$ cat src/rtl/uart_loader_pkg.sv
// rtl/uart_loader_pkg.sv - shared state encodings and error codes for the UART program loader
package uart_loader_pkg;

   typedef enum logic [2:0] {
      ST_RUN     = 3'd0,
      ST_IDLE    = 3'd1,
      ST_CNT_MSB = 3'd2,
      ST_DATA    = 3'd3,
      ST_CSUM    = 3'd4,
      ST_DONE    = 3'd5,
      ST_ERROR   = 3'd6
   } loader_state_t;

   localparam logic [1:0] ERR_NONE    = 2'b00;
   localparam logic [1:0] ERR_COUNT   = 2'b01;
   localparam logic [1:0] ERR_CSUM    = 2'b10;
   localparam logic [1:0] ERR_TIMEOUT = 2'b11;

   localparam int HEADER_BYTES = 2;

endpackage

$ cat src/rtl/loader_word_asm.sv
// rtl/loader_word_asm.sv - little-endian byte-to-word assembler with byte-lane counter
module loader_word_asm #(
   parameter int WORD_BYTES = 2
) (
   input  logic                    clk,
   input  logic                    rst_n,
   input  logic                    clear,
   input  logic                    byte_valid,
   input  logic [7:0]              byte_in,
   output logic [8*WORD_BYTES-1:0] word_next,
   output logic                    word_ready
);

   localparam int IW    = 8 * WORD_BYTES;
   localparam int IDX_W = (WORD_BYTES > 1) ? $clog2(WORD_BYTES) : 1;
   localparam logic [IDX_W-1:0] LAST_IDX = IDX_W'(WORD_BYTES - 1);

   logic [IDX_W-1:0] idx;

   assign word_ready = byte_valid && (idx == LAST_IDX);

   always_ff @(posedge clk or negedge rst_n) begin
      if (!rst_n) begin
         idx <= '0;
      end else if (clear) begin
         idx <= '0;
      end else if (byte_valid) begin
         idx <= word_ready ? '0 : idx + 1'b1;
      end
   end

   generate
      if (WORD_BYTES == 1) begin : g_single
         assign word_next = byte_in;
      end else begin : g_multi
         // Older bytes shift down so the first byte of a word ends up in lane 0.
         logic [IW-9:0] upper;

         assign word_next = {byte_in, upper};

         always_ff @(posedge clk or negedge rst_n) begin
            if (!rst_n) begin
               upper <= '0;
            end else if (clear) begin
               upper <= '0;
            end else if (byte_valid) begin
               upper <= word_next[IW-1:8];
            end
         end
      end
   endgenerate

endmodule

$ cat src/rtl/uart_prog_loader.sv
// rtl/uart_prog_loader.sv - length-prefixed UART frame loader into instruction memory with CPU reset hold
module uart_prog_loader
   import uart_loader_pkg::*;
#(
   parameter int WORD_BYTES     = 2,
   parameter int ADDR_W         = 16,
   parameter int DEPTH          = 256,
   parameter int ADDR_STEP      = 1,
   parameter int TIMEOUT_CYCLES = 50_000_000,
   parameter int AUTO_START     = 0
) (
   input  logic                    CLK,
   input  logic                    RESET,
   input  logic                    reload_n,
   input  logic                    start,
   input  logic [7:0]              rx_byte,
   input  logic                    rx_valid,
   output logic                    mem_we,
   output logic [ADDR_W-1:0]       mem_addr,
   output logic [8*WORD_BYTES-1:0] mem_wdata,
   output logic [15:0]             loaded_count,
   output logic                    cpu_rst,
   output logic                    cpu_run_en,
   output logic                    done,
   output logic                    err,
   output logic [1:0]              err_code,
   output logic [2:0]              state
);

   loader_state_t state_q, state_d;
   logic [1:0]    err_d;
   logic [15:0]   count_q;
   logic [15:0]   count_full;
   logic [7:0]    csum_q;
   logic [31:0]   tmo_q;
   logic          tmo_active;
   logic          timeout_hit;
   logic          asm_valid;
   logic          word_ready;
   logic [8*WORD_BYTES-1:0] word_next;
   logic [16:0]   words_done;
   logic          last_word;

   assign count_full = {rx_byte, count_q[7:0]};
   assign tmo_active = (state_q == ST_CNT_MSB) || (state_q == ST_DATA) || (state_q == ST_CSUM);
   assign timeout_hit = (TIMEOUT_CYCLES != 0) && tmo_active && !rx_valid &&
                        (tmo_q == 32'(TIMEOUT_CYCLES - 1));
   assign asm_valid  = rx_valid && reload_n && (state_q == ST_DATA);

   // A write still on mem_we has not reached loaded_count yet, so include it.
   assign words_done = {1'b0, loaded_count} + {16'd0, mem_we} + 17'd1;
   assign last_word  = (words_done == {1'b0, count_q});

   loader_word_asm #(
      .WORD_BYTES(WORD_BYTES)
   ) u_word_asm (
      .clk        (CLK),
      .rst_n      (RESET),
      .clear      (!reload_n),
      .byte_valid (asm_valid),
      .byte_in    (rx_byte),
      .word_next  (word_next),
      .word_ready (word_ready)
   );

   always_ff @(posedge CLK or negedge RESET) begin
      if (!RESET) begin
         state_q <= ST_RUN;
      end else begin
         state_q <= state_d;
      end
   end

   always_comb begin
      state_d = state_q;
      err_d   = err_code;
      if (!reload_n) begin
         state_d = ST_IDLE;
         err_d   = ERR_NONE;
      end else if (timeout_hit) begin
         state_d = ST_ERROR;
         err_d   = ERR_TIMEOUT;
      end else begin
         case (state_q)
            ST_IDLE: if (rx_valid) state_d = ST_CNT_MSB;
            ST_CNT_MSB: begin
               if (rx_valid) begin
                  if ({16'd0, count_full} > 32'(DEPTH)) begin
                     state_d = ST_ERROR;
                     err_d   = ERR_COUNT;
                  end else if (count_full == 16'd0) begin
                     state_d = ST_CSUM;
                  end else begin
                     state_d = ST_DATA;
                  end
               end
            end
            ST_DATA: if (word_ready && last_word) state_d = ST_CSUM;
            ST_CSUM: begin
               if (rx_valid) begin
                  if (rx_byte == csum_q) begin
                     state_d = ST_DONE;
                  end else begin
                     state_d = ST_ERROR;
                     err_d   = ERR_CSUM;
                  end
               end
            end
            ST_DONE: if ((AUTO_START != 0) || start) state_d = ST_RUN;
            default: state_d = state_q;
         endcase
      end
   end

   always_comb begin
      state      = state_q;
      cpu_rst    = !((state_q == ST_DONE) || (state_q == ST_RUN));
      cpu_run_en = (state_q == ST_RUN);
      done       = ((state_q == ST_DONE) || (state_q == ST_RUN)) && (err_code == ERR_NONE);
      err        = (state_q == ST_ERROR);
   end

   always_ff @(posedge CLK or negedge RESET) begin
      if (!RESET) begin
         mem_we       <= 1'b0;
         mem_addr     <= '0;
         mem_wdata    <= '0;
         loaded_count <= '0;
         err_code     <= ERR_NONE;
         count_q      <= '0;
         csum_q       <= '0;
         tmo_q        <= '0;
      end else if (!reload_n) begin
         mem_we       <= 1'b0;
         mem_addr     <= '0;
         loaded_count <= '0;
         err_code     <= ERR_NONE;
         count_q      <= '0;
         csum_q       <= '0;
         tmo_q        <= '0;
      end else begin
         err_code <= err_d;
         mem_we   <= word_ready;
         if (word_ready) begin
            mem_wdata <= word_next;
         end
         if (mem_we) begin
            mem_addr     <= mem_addr + ADDR_W'(ADDR_STEP);
            loaded_count <= loaded_count + 16'd1;
         end
         if (rx_valid && ((state_q == ST_IDLE) || (state_q == ST_CNT_MSB) || (state_q == ST_DATA))) begin
            csum_q <= csum_q ^ rx_byte;
         end
         if (rx_valid && (state_q == ST_IDLE)) begin
            count_q[7:0] <= rx_byte;
         end
         if (rx_valid && (state_q == ST_CNT_MSB)) begin
            count_q[15:8] <= rx_byte;
         end
         if (rx_valid || !tmo_active) begin
            tmo_q <= '0;
         end else begin
            tmo_q <= tmo_q + 32'd1;
         end
      end
   end

endmodule

$ cat config.mk
export PLATFORM = sky130hd
export DESIGN_NAME = uart_prog_loader
export DESIGN_NICKNAME = d
export VERILOG_FILES = /design/src/rtl/uart_loader_pkg.sv /design/src/rtl/loader_word_asm.sv /design/src/rtl/uart_prog_loader.sv
export SDC_FILE = /design/constraint.sdc
export NUM_CORES = 1
export LEC_CHECK = 0
export ABC_CLOCK_PERIOD_IN_PS = 6530
export CORE_MARGIN = 2
export CORE_UTILIZATION = 65
export CTS_CLUSTER_DIAMETER = 30
export DETAILED_ROUTE_END_ITERATION = 8
export DONT_BUFFER_PORTS = 1
export PLACE_DENSITY = 0.81
export SLEW_MARGIN = 0
export SYNTH_ARGS = -nofsm -noshare
export SYNTH_HDL_FRONTEND = slang
export SYNTH_HIERARCHICAL = 1
export SYNTH_SLANG_ARGS = --single-unit
$ cat constraint.sdc
create_clock -name CLK -period 6.53 [get_ports CLK]
set_input_delay 0.653 -clock CLK [delete_from_list [all_inputs] [get_ports CLK]]
set_output_delay 0.653 -clock CLK [all_outputs]
set_load 0.05 [all_outputs]
==> impl_metrics.toml <==
[floorplanning]
pin_count = 71
die_area_um2 = 10300
rows = 35
initial_core_util_pct = 66.84
fp.dieH_um = 101.5
die_w_um = 101.5
coreArea_um2 = 9240

[final_layout]
drive_above_1_share_pct = 10.56
mostFrequentLayoutCells = "dfrtp_1 (119), nor2_1 (101), nand2_1 (67), xor2_1 (50), xnor2_1 (45)"
mostFrequentLayoutCell = "dfrtp_1"
antennaDiodeCount = 0
final_area_um2 = 6710
synthToLayoutAreaGrowth_pct = 8.651
final_nets = 631

[synthesis]
synth_compound_area_share_pct = 5.673
synthArstFlopShare_pct = 100.0
avgSynthCellArea_um2 = 9.897
synth_cell_types = 56
synth.area.mux_share_pct = 5.369
ys_seq_area_share_pct = 48.22
synth_simple_gate_area_share_pct = 22.85
synth_edf_count = 0
syn_nets = 642
netlist_area_um2 = 6176
yosys_warnings = 6
synth_top_family_by_area = "simple AND/OR/NAND/NOR gates"
ys_ff_latch = 119
synth_xor_area_share_pct = 13.47
synth_ff_type = "dfrtp_1"
syn_inst = 624
synth_fa_ha_area_share_pct = 1.013

[place]
dpl-instance-area_um2 = 6181
place_hpwl_mm = 8.681
numPortBuffers = 0
gp_congestion = 0.9473

[clock_network]
path_clk_slew_ns = 0.06
clkSinkCount = 119
cts.repair.resized = 0
clockRootBuffer = "clkbuf_8"
htreeDepth = 4
clk_path_buf_depth = 2
postCtsSetupRepairBufs = 0
clkLatencyLatePin_ns = 0.51
cts_tree = "built"
numCtsBuffers = 17

[detailed_routing]
routed.top_layer = "met4"
vias_per_cell = 5.944
num_vias = 4482
routedWlPerCell_um = 17.37
drc_errors = 0
met2RoutedLength_mm = 6.163
antenna_left = 0
routed_wl_mm = 13.10
firstDrtPassIters = 5
wl_met3_um = 902
m1WireLength_mm = 5.833
drt-initial-drc-count = 314

[worst_setup_path]
cp_max_fo = 13
rrSetupSlack_ns = 3.08
slowest_stage = "dfrtp_1"
ff2ff_path_depth = 10
cp_cell_sequence = "inv_1 > ha_1 > inv_1 > ha_1 > nand3_1 > or4b_1 > a21oi_1 > o221ai_1 > o21ai_2 > mux2_1"
worstSetupPathType = "flop to flop"
critPathRequiredTime_ns = 6.92
start_kind = "flop"
critPathMaxStageDelay_ns = 0.93
cp-end-kind = "flop"
path_depth = 10
crit_buf_inv = 2
crit_arrival_ns = 3.84
crit_family = "flip-flops"

[timing]
fmax_mhz = 290.1
final_hold_viol_count = 0
tns_ns = 0
slew_headroom_pct = 31.57
fin_crit_sh_pct = 52.79
slew_viol_final = 0
max_slew.worst_pin.slew_ns = 1.024
rsz0062_at_grt = "no"
setup_viol_count_final = 0
finClkSkew_ns = 0.007035
period_needed_ns = 3.447

[hold_path]
hold_path.class = "input pin to async pin"

[global_route]
gr-total-overflow = 0
grt_max_degree = 120
antenna_found_initial = 0
grt_pass1_vias = 4498
grt_pass1_wl_mm = 21.83
grt_usage_pct = 27.24

[power_and_ir_drop]
leakage_nw = 2.887
power_w = 0.002002
power.density_nw_per_um2 = 298.3
vdd_drop_max_mv = 0.1968

[run]
cap_viol_max_count = 0

[status]
status = "finished, final reports clean"
## worst paths after layout
check / from / endpoint
worst max register to register: mem_we$_DFF_PN0_ / state[0]$_DFFE_PN0P_
worst max-delay path: mem_we$_DFF_PN0_ / state[0]$_DFFE_PN0P_
min in group CLK: rx_byte[1] / count_q[1]$_DFFE_PN0P_
worst min register to register: tmo_q[0]$_DFF_PN0_ / tmo_q[0]$_DFF_PN0_
worst min-delay path: RESET / tmo_q[31]$_DFF_PN0_
max in group asynchronous: RESET / tmo_q[8]$_DFF_PN0_
## cells in the mapped netlist, types with 7 or more instances
master	count	area, µm²
dfrtp_1	119	2978
nor2_1	101	379.1
nand2_1	67	251.5
xor2_1	50	437.9
xnor2_1	45	394.1
nand3_1	25	125.1
a21oi_1	22	110.1
clkbuf_1	17	63.81
mux2_2	16	180.2
mux2i_1	14	140.1
nand4_1	14	87.58
buf_4	11	82.58
nor3_1	11	55.05
o21ai_0	11	55.05
a22o_1	8	70.07
and3_1	8	50.05
inv_1	8	30.03
or3_1	7	43.79
## registers in the layout (all words and copies together) (netlist names)
name                      cells
state                         3
u_word_asm/idx                1
loaded_count                 16
csum_q                        8
count_q                      16
mem_we                        1
mem_wdata                    16
err_code                      2
tmo_q                        32
mem_addr                     16
u_word_asm/g_multi.upper      8
## what timing repair did
action | CTS | global route
endpoints found under the hold margin | 119 | 0
setup endpoints to repair | 0 | 0
hold buffers | 1 | 0
## power breakdown
part | internal [W] | total [W] | leakage, nW | switching (W)
Sequential | 0.000777 | 0.000892 | 1.65 | 0.000115
Clock | 0.000457 | 0.000786 | 0.245 | 0.000328
Combinational | 0.000110 | 0.000324 | 0.992 | 0.000214
## metal layers
metal,GRT usage [%],vias to the layer above
met2,41.26,152
met5,0,-
met4,9.459,0
met1,37.07,2209
li1,-,2101
met3,9.179,20
## worst register-to-register path, stage by stage (launching register included)
cell and delay (ns):
dfrtp_1 0.93, inv_1 0.12, ha_1 0.26, inv_1 0.07, ha_1 0.26, nand3_1 0.25
or4b_1 0.55, a21oi_1 0.16, o221ai_1 0.14, o21ai_2 0.26, mux2_1 0.34
## through the flow
stage                     hold WS (ns)  utilization (%)  setup WS (ns)  instances
final                          0.04449            72.62          3.083        754
after global routing            0.1198            72.62          2.914        754
after CTS                       0.1206            72.62          3.096        754
after detailed placement        0.3637            66.89          3.120        722
after global placement          0.3606            66.89          3.240        722
after floorplan                 0.3574                -          3.268        624
## area by class of cell
cell class,instances,area [µm²]
Clock inverter,14,87.58
Multi-Input combinational cell,463,2993
Inverter,9,33.78
Clock buffer,17,414.1
Tap cell,129,161.4
Sequential cell,119,2978
Fill cell,637,2530
Timing Repair Buffer,3,42.54
## kinds of logic after synthesis
group / Yosys count
AND/OR/NAND/NOR: 277
flip-flops: 119
XOR/XNOR: 95
AO/OA/AOI/OAI: 55
buffers and inverters: 42
multiplexers: 31
adder cells (fa/ha/maj): 5
Note: power is estimated with default switching activity, not from simulation.
